<file path="src/rtl/alu_requester.sv">
// ============================================================================
// alu_requester : drives a combinational ALU and queues its results in a 2-deep FIFO
// Revision 1.0
// ============================================================================
`default_nettype none

module alu_requester #(
  parameter int CNT_W = 16
) (
  input  logic             Clk,
  input  logic             Reset,
  input  logic             req_valid,
  output logic             req_ready,
  input  logic [2:0]       req_op,
  input  logic [31:0]      req_a,
  input  logic [31:0]      req_b,
  output logic             rsp_valid,
  input  logic             rsp_ready,
  output logic [31:0]      rsp_result,
  output logic             rsp_zero,
  output logic             rsp_taken,
  output logic             rsp_err,
  output logic [31:0]      alu_src1,
  output logic [31:0]      alu_src2,
  output logic [2:0]       alu_ctr,
  input  logic [31:0]      alu_result,
  input  logic             zero_bit,
  output logic [CNT_W-1:0] op_count
);

  typedef enum logic [0:0] {
    IDLE  = 1'b0,
    ISSUE = 1'b1
  } state_t;

  localparam logic [2:0] c_OP_ADD = 3'b000;
  localparam logic [2:0] c_OP_SUB = 3'b001;
  localparam logic [2:0] c_OP_AND = 3'b010;
  localparam logic [2:0] c_OP_OR  = 3'b011;
  localparam logic [2:0] c_OP_SLT = 3'b100;
  localparam logic [2:0] c_OP_BEQ = 3'b101;
  localparam logic [2:0] c_OP_BNE = 3'b110;

  state_t            r_state;
  state_t            w_state_nxt;
  logic [2:0]        r_op;
  logic [31:0]       r_a;
  logic [31:0]       r_b;
  // Entry layout: {result[31:0], zero, taken, err}
  logic [34:0]       r_mem [2];
  logic              r_wptr;
  logic              r_rptr;
  logic [1:0]        r_count;
  logic [CNT_W-1:0]  r_op_count;

  logic              w_accept;
  logic              w_push;
  logic              w_pop;
  logic [34:0]       w_push_data;

  assign req_ready = (r_state == IDLE) && (r_count < 2'd2);
  assign w_accept  = req_valid && req_ready;
  assign w_push    = (r_state == ISSUE);
  assign w_pop     = rsp_ready && (r_count != 2'd0);

  always_comb begin
    w_state_nxt = r_state;
    alu_src1    = 32'd0;
    alu_src2    = 32'd0;
    alu_ctr     = 3'b000;
    w_push_data = 35'd0;
    case (r_state)
      IDLE: begin
        if (w_accept) w_state_nxt = ISSUE;
      end
      ISSUE: begin
        w_state_nxt = IDLE;
        alu_src1    = r_a;
        alu_src2    = r_b;
        w_push_data = {alu_result, zero_bit, 1'b0, 1'b0};
        case (r_op)
          c_OP_ADD: alu_ctr = 3'b010;
          c_OP_SUB: alu_ctr = 3'b110;
          c_OP_AND: alu_ctr = 3'b000;
          c_OP_OR:  alu_ctr = 3'b001;
          c_OP_SLT: alu_ctr = 3'b111;
          c_OP_BEQ: begin
            alu_ctr     = 3'b110;
            w_push_data = {alu_result, zero_bit, zero_bit, 1'b0};
          end
          c_OP_BNE: begin
            alu_ctr     = 3'b110;
            w_push_data = {alu_result, zero_bit, ~zero_bit, 1'b0};
          end
          default: begin
            // Illegal op: keep the ALU quiet and report an error entry
            alu_src1    = 32'd0;
            alu_src2    = 32'd0;
            w_push_data = {32'd0, 1'b1, 1'b0, 1'b1};
          end
        endcase
      end
      default: w_state_nxt = IDLE;
    endcase
  end

  always_ff @(posedge Clk) begin
    if (Reset) begin
      r_state    <= IDLE;
      r_op       <= 3'd0;
      r_a        <= 32'd0;
      r_b        <= 32'd0;
      r_mem[0]   <= 35'd0;
      r_mem[1]   <= 35'd0;
      r_wptr     <= 1'b0;
      r_rptr     <= 1'b0;
      r_count    <= 2'd0;
      r_op_count <= '0;
    end else begin
      r_state <= w_state_nxt;
      if (w_accept) begin
        r_op <= req_op;
        r_a  <= req_a;
        r_b  <= req_b;
      end
      if (w_push) begin
        r_mem[r_wptr] <= w_push_data;
        r_wptr        <= ~r_wptr;
        r_op_count    <= r_op_count + 1'b1;
      end
      if (w_pop) r_rptr <= ~r_rptr;
      case ({w_push, w_pop})
        2'b10:   r_count <= r_count + 2'd1;
        2'b01:   r_count <= r_count - 2'd1;
        default: r_count <= r_count;
      endcase
    end
  end

  assign rsp_valid = (r_count != 2'd0);
  assign {rsp_result, rsp_zero, rsp_taken, rsp_err} = r_mem[r_rptr];
  assign op_count  = r_op_count;

endmodule

`default_nettype wire

</file>
<file path="config.mk">
export PLATFORM = sky130hd
export DESIGN_NAME = alu_requester
export DESIGN_NICKNAME = d
export VERILOG_FILES = /design/src/rtl/alu_requester.sv
export SDC_FILE = /design/constraint.sdc
export NUM_CORES = 1
export LEC_CHECK = 0
export CORE_ASPECT_RATIO = 0.8
export CORE_MARGIN = 8
export CORE_UTILIZATION = 35
export CTS_CLUSTER_SIZE = 40
export DETAILED_ROUTE_END_ITERATION = 6
export GPL_ROUTABILITY_DRIVEN = 0
export HOLD_SLACK_MARGIN = 0.1
export PLACE_DENSITY = 0.75
export SYNTH_ARGS = -nofsm -noshare
export SYNTH_HDL_FRONTEND = slang
export SYNTH_SLANG_ARGS = --single-unit
export TNS_END_PERCENT = 30
</file>
<file path="constraint.sdc">
create_clock -name Clk -period 7 [get_ports Clk]
set_clock_uncertainty 0.05 [all_clocks]
set_input_delay 0.7 -clock Clk [delete_from_list [all_inputs] [get_ports Clk]]
set_output_delay 0.7 -clock Clk [all_outputs]
set_load 0.05 [all_outputs]
</file>
# [Word-level counts from Yosys, hierarchy flattened]
# Memory sizes are Yosys's and may differ from the RTL's. A register that Yosys moved wholly into a read port is not among the register bits.
# Cells that the tools add are included.
[classes] order_cmp=1 n_addsub=3 reduce_logical=10 eq_ne=8 n_mux=21 n_bitwise=4
[ops] op="$mux 32" count=4
[ops] op="$pmux 35 s3" count=1
[ops] op="$mux 35" count=2
[ops] op="$reduce_or 35->1" count=1
[ops] op="$add 16x1->16 const B" count=1
[ops] op="$pmux 3 s4" count=1
[ops] op="$mux 1" count=10
[ops] op="$eq 3x3->1 const B" count=3
[ops] op="$reduce_or 7->1" count=1
[ops] op="$eq 3x2->1 const B" count=2
[ops] op="$reduce_or 5->1" count=1
[ops] op="$not 1->1" count=4
[ops] op="$pmux 2 s2" count=1
[ops] op="$reduce_bool 2->1" count=2
[ops] op="$eq 3x1->1 const B" count=1
[ops] op="$logic_and 1x1->1" count=3
[ops] op="$logic_not 3->1" count=1
[ops] op="$mux 3" count=1
[ops] op="$reduce_or 3->1" count=1
[ops] op="$add 2x1->2 const B" count=1
[ops] op="$eq 2x1->1 const B" count=1
[ops] op="$eq 2x2->1 const B" count=1
[ops] op="$lt 2x2->1 const B" count=1
[ops] op="$pmux 1 s2" count=1
[ops] op="$sub 2x1->2 const B" count=1
[totals] register_bits=88 mem_count=1 ramBits=70 out_inout_bits=120 wordCells=56 inputBits=104
[mem_list] name="r_mem" words=2 word_bits=35 read_ports=1 rd_ports_with_merged_regs=1 write_ports=2 line="50" rtl="logic [34:0] r_mem [2];"

# [Depth between registers and ports, before layout]
[logic_depth] word_depth=5 ltp_mapped=7 mapped_depth_nobuf=6

# [Worst setup path after synthesis]
# OpenSTA, ideal clock, no wires.
[synth_timing] path_kind="reg-to-reg" startpoint="reg r_state" endpoint="mem r_mem[0][0], enable pin" n_path_buf=1 setup_ns=0.435 t_arrival_ns=2.183 path_slack_ns=4.333 path_stages_with_launch=4 period_less_slack_ns=2.667 cell_sequence="dfxtp_1 buf_4 inv_2 o21bai_1"
[synth_lines] element="start, declared" line="44" rtl="state_t r_state;"
[synth_lines] element="start signal, assigned" line="120" rtl="r_state <= w_state_nxt;"
[synth_lines] element="end, declared" line="50"

# [Final worst setup path]
[layout_timing] startpoint="reg r_op[0]" endpoint="out alu_src1[2]"
[layout_between] elab_chain_cells=4
[layout_rtl] element="start, declared" line="46" rtl="logic [2:0] r_op;"
[layout_rtl] element="start signal, assigned" line="122" rtl="r_op <= req_op;"
[layout_rtl] element="$eq 3x3->1, or another cell as far along" line="81" rtl="case (r_op)"
[layout_rtl] element="$reduce_or 7->1 (no line) (*)"
[layout_rtl] element="$mux 32 (*)" line="81"
[layout_rtl] element="$mux 32 (*)" line="72" rtl="case (r_state)"
[layout_rtl] element="end, declared" line="23" rtl="output logic [31:0] alu_src1,"
# Mark *: on every way between the ends. The rest lies on a longest branch, timed or not.

==> flow_summary.html <==
<table>
<tr><th>Metric</th><th>Value</th></tr>
<tr><th colspan="2">Layout</th></tr>
<tr><td>Utilization after layout</td><td>approximately 51%</td></tr>
<tr><td>Net total in the final layout</td><td>982</td></tr>
<tr><td>Count of inserted antenna diode cells</td><td>0</td></tr>
<tr><td>Commonest cells after routing, fill and taps aside</td><td>222 x clkdlybuf4s50_1, 140 x nand2_1, 88 x dfxtp_1</td></tr>
<tr><td>Share of cells above drive strength 1</td><td>9.79%</td></tr>
<tr><td>Area growth syn-to-layout</td><td>43.5%</td></tr>
<tr><td>Fillcell total</td><td>1717</td></tr>
<tr><td>Non-Filler Cell Area, Final</td><td>about 10000 um2</td></tr>
<tr><td>Most common library cell in the layout ignoring fill and taps</td><td>clkdlybuf4s50_1</td></tr>
<tr><th colspan="2">GRT</th></tr>
<tr><td>Via count of the first global-routing pass</td><td>between 5000 and 6000</td></tr>
<tr><td>Remaining Overflow, GRT</td><td>0</td></tr>
<tr><td>Overall track demand over capacity in global routing</td><td>15.6%</td></tr>
<tr><td>Number of antenna violations at the first check in global routing</td><td>0</td></tr>
<tr><td>Pin count of the biggest net entering global routing</td><td>73</td></tr>
<tr><td>Wire length of the first global-routing pass</td><td>29300 um</td></tr>
<tr><th colspan="2">Yosys</th></tr>
<tr><td>Count of different cell masters after synthesis</td><td>38</td></tr>
<tr><td>Cell type with the largest total area after synthesis</td><td>edfxtp_1</td></tr>
<tr><td>Seq/Total Area, Yosys</td><td>57.2%</td></tr>
<tr><td>Number of standard cells after synthesis</td><td>slightly below 700</td></tr>
<tr><td>Number of register bits inferred by synthesis</td><td>159</td></tr>
<tr><td>Count of flip-flops with a built-in enable after synthesis</td><td>70</td></tr>
<tr><td>Warning count from the yosys run</td><td>0</td></tr>
<tr><td>Main area contributors after synthesis</td><td>edfxtp_1 31%, dfxtp_1 26%, nand2_1 7.8%</td></tr>
<tr><td>Async set or reset register ratio after synthesis</td><td>0%</td></tr>
<tr><td>Most frequently used flop master after synthesis</td><td>dfxtp_1</td></tr>
<tr><td>Area share of the largest cell type after synthesis</td><td>31.0%</td></tr>
<tr><td>Avg Cell Area, Syn</td><td>9.93 um2</td></tr>
<tr><td>Area of the mapped netlist</td><td>6780 um2</td></tr>
<tr><td>Net count after synthesis</td><td>789</td></tr>
<tr><th colspan="2">CTS</th></tr>
<tr><td>Clock-pin slew on the worst setup and hold paths</td><td>60 ps</td></tr>
<tr><td>Clock net sink count</td><td>159</td></tr>
<tr><td>Count of buffers added by post-CTS timing repair for setup</td><td>0</td></tr>
<tr><td>CTS root buffer</td><td>clkbuf_16</td></tr>
<tr><td>CTS H-tree depth</td><td>4</td></tr>
<tr><td>TritonCTS Buffers</td><td>17</td></tr>
<tr><td>CTS hold repair buffers</td><td>0</td></tr>
<tr><td>Max clock buf depth</td><td>2</td></tr>
<tr><td>Source-to-sink clock delay at the later pin of the worst-skew pair</td><td>410 ps</td></tr>
<tr><td>TritonCTS clock tree</td><td>done</td></tr>
<tr><td>Post-CTS resize count</td><td>0</td></tr>
<tr><th colspan="2">Power</th></tr>
<tr><td>Leakage power</td><td>0.00379 uW</td></tr>
<tr><td>Switching power total</td><td>~950 uW</td></tr>
<tr><td>Switching share of power</td><td>between 30% and 40%</td></tr>
<tr><td>Clk network pwr share</td><td>32.2%</td></tr>
<tr><td>Power per standard cell area</td><td>between 200 and 300 nW/um2</td></tr>
<tr><td>Maximum ir drop on the vdd rail</td><td>between 0.1 and 0.15 mV</td></tr>
<tr><td>Part of the power in registers</td><td>39.0%</td></tr>
<tr><td>Internal power of the cells</td><td>1860 uW</td></tr>
<tr><td>Combinational power share</td><td>28.8%</td></tr>
<tr><th colspan="2">Timing</th></tr>
<tr><td>TNS Setup</td><td>0 ps</td></tr>
<tr><td>Share of the clock period used by the worst path after layout</td><td>55.1%</td></tr>
<tr><td>Min Clock Period, post-route</td><td>3850 ps</td></tr>
<tr><td>Setup repair after global routing missed its margin</td><td>false</td></tr>
<tr><td>Endpoints failing setup</td><td>0</td></tr>
<tr><td>Transition at the pin with the smallest max-transition slack</td><td>1110 ps</td></tr>
<tr><td>Final Hold Vio Count</td><td>0</td></tr>
<tr><td>Max Clk Rate</td><td>260 MHz</td></tr>
<tr><td>Worst slew margin relative to its limit</td><td>26.3%</td></tr>
<tr><td>Slew Viols, Final</td><td>0</td></tr>
<tr><th colspan="2">Floorplan</th></tr>
<tr><td>I/O pin count</td><td>around 220</td></tr>
<tr><td>Effective utilization at floorplan</td><td>35.8%</td></tr>
<tr><td>Row count</td><td>45</td></tr>
<tr><td>Die width</td><td>approximately 170 um</td></tr>
<tr><td>Die Ht</td><td>about 140 um</td></tr>
<tr><td>DIE AREA</td><td>24100 um2</td></tr>
<tr><td>Core box area</td><td>19000 um2</td></tr>
<tr><th colspan="2">Worst setup path</th></tr>
<tr><td>CP startpoint</td><td>r_op[0]$_SDFFE_PP0P_</td></tr>
<tr><td>Endpoint of the worst register-to-register path</td><td>r_mem[1][20]$_SDFFCE_PN0P_</td></tr>
<tr><td>CP Class</td><td>flop to primary output</td></tr>
<tr><td>Setup slack of the most critical reg-to-reg path</td><td>around 4500 ps</td></tr>
<tr><td>CP max stage cell</td><td>nand3_2</td></tr>
<tr><td>Required time worst endpoint</td><td>6250 ps</td></tr>
<tr><td>Largest delay contributor family on the critical path</td><td>simple AND/OR/NAND/NOR gates</td></tr>
<tr><td>Startpoint type of the worst setup path</td><td>flop</td></tr>
<tr><td>Critical Path AT</td><td>3100 ps</td></tr>
<tr><td>Number of cells on the critical path</td><td>3</td></tr>
<tr><td>Buffers and inverters on the worst path</td><td>1</td></tr>
<tr><td>Worst Path Max Fanout</td><td>66</td></tr>
<tr><td>Cells traversed along the worst timing path</td><td>nand3_2, and3_1, clkdlybuf4s50_1</td></tr>
<tr><td>Capture point of the critical path</td><td>alu_src1[2]</td></tr>
<tr><td>Endpoint class of the critical path</td><td>primary output</td></tr>
<tr><td>Source of the worst register-to-register timing path</td><td>r_state$_SDFF_PP0_</td></tr>
<tr><td>Worst reg-to-reg path cell count</td><td>4</td></tr>
<tr><td>Crit-path max cell delay</td><td>890 ps</td></tr>
<tr><th colspan="2">Drt</th></tr>
<tr><td>Drt first pass iters</td><td>4</td></tr>
<tr><td>DRT antenna net count</td><td>0</td></tr>
<tr><td>WL per Instance</td><td>16.7 um</td></tr>
<tr><td>Number of remaining DRC errors</td><td>0</td></tr>
<tr><td>Final wirelength</td><td>19100 um</td></tr>
<tr><td>Number of DRC violations after detailed-routing iteration 0</td><td>237</td></tr>
<tr><td>Vias per std cell</td><td>just under 5</td></tr>
<tr><td>Routed via count</td><td>5510</td></tr>
<tr><th colspan="2">Run status</th></tr>
<tr><td>Status</td><td>complete, no violations</td></tr>
<tr><th colspan="2">Place</th></tr>
<tr><td>Port-buffer cells</td><td>223</td></tr>
<tr><td>Hpwl dp</td><td>13100 um</td></tr>
<tr><td>Placement-stage cell area</td><td>9160 um2</td></tr>
<tr><th colspan="2">Flow run</th></tr>
<tr><td>Max capacitance violation total</td><td>0</td></tr>
<tr><th colspan="2">Worst hold path</th></tr>
<tr><td>Type of the worst min-delay path</td><td>flop to flop</td></tr>
</table>
==> worst reg2reg max path, stage by stage, from the launching register on <==
cell and delay (ps):
dfxtp_2 350, buf_4 500, nand3b_1 320, nor2_2 880, and2_1 260
==> layout make-up <==
type / count / area (um2) / share of cell area (%)
flip-flops and latches: 159 / 3880 / 39.9
multi-input cells: 469 / 2680 / 27.6
clock inverters: 15 / 148 / 1.52
clock buffers: 17 / 425 / 4.37
inverters: 1 / 3.75 / 0.0386
well taps: 258 / 323 / 3.32
repair buffers: 228 / 2260 / 23.3
==> Yosys cell counts, types with 2 or more instances <==
library cell  instances
and3_1               66
nand3_1               4
nand2_1             141
nand2b_1              2
clkbuf_1             39
xnor2_1               5
and2_1               68
nor2_1               30
dfxtp_1              89
xor2_1               10
edfxtp_1             70
and3_2                2
buf_2                 9
buf_4                 4
ha_1                  2
or3_1                 4
mux2_2               35
a21oi_1              74
nand4_1               5
and4_1                2
o21ai_0               5
==> how the worst min path moves through the flow <==
stage | startpoint | end | slack [ps] | cells past startpoint
6_report | r_b[29]$_SDFFE_PP0P_ | r_b[29]$_SDFFE_PP0P_ | 400 | 2
5_1_grt | r_b[25]$_SDFFE_PP0P_ | r_b[25]$_SDFFE_PP0P_ | 420 | 2
4_1_cts | r_b[29]$_SDFFE_PP0P_ | r_b[29]$_SDFFE_PP0P_ | 400 | 2
3_5_place_dp | r_b[29]$_SDFFE_PP0P_ | r_b[29]$_SDFFE_PP0P_ | 390 | 2
3_3_place_gp | r_a[24]$_SDFFE_PP0P_ | r_a[24]$_SDFFE_PP0P_ | 390 | 2
2_1_floorplan | r_a[0]$_SDFFE_PP0P_ | r_a[0]$_SDFFE_PP0P_ | 380 | 2
==> power by group through the flow <==
stage	Combinational (uW)	Sequential (uW)	Clock, uW
finish	807	1100	904
global route	859	1100	965
CTS	820	1100	927
detailed placement	817	1120	0
global placement	808	1110	0
floorplan	549	1100	0
==> flip-flops by register name, indices dropped and copies added (netlist names), named ones only <==
name and flops:
r_op 3, r_rptr 1, r_state 1, r_wptr 1, r_b 32, op_count 16
r_mem 70, r_count 2, r_a 32
==> cells by family after synthesis <==
kind of cell / count (synthesis) / share of synthesized area (%)
multiplexers: 36 / 5.96
adder cells (fa/ha/maj): 2 / 0.369
AO/OA/AOI/OAI: 82 / 6.16
XOR/XNOR: 15 / 1.94
AND/OR/NAND/NOR: 334 / 24.8
buffers and inverters: 55 / 3.56
flip-flops: 159 / 57.2
==> metrics by stage <==
| step | setup WS [ps] | std cells | total power [uW] | hold slack [ps] |
|---|---|---|---|---|
| after floorplan | 4330 | 683 | 1650 | 382 |
| after global placement | 3620 | 1115 | 1920 | 388 |
| after detailed placement | 3590 | 1115 | 1930 | 392 |
| after CTS | 3120 | 1147 | 2840 | 400 |
| after global routing | 2910 | 1147 | 2930 | 419 |
| final | 3150 | 1147 | 2810 | 400 |
==> routing by layer <==
layer	share of wire (%)	global-route usage [%]	up-vias
met5	0	0	-
met4	0.87	4.25	0
met3	12	7.19	14
met2	45	24.1	203
met1	43	19.1	2592
li1	-	-	2701
(Power assumes the default switching activity.)
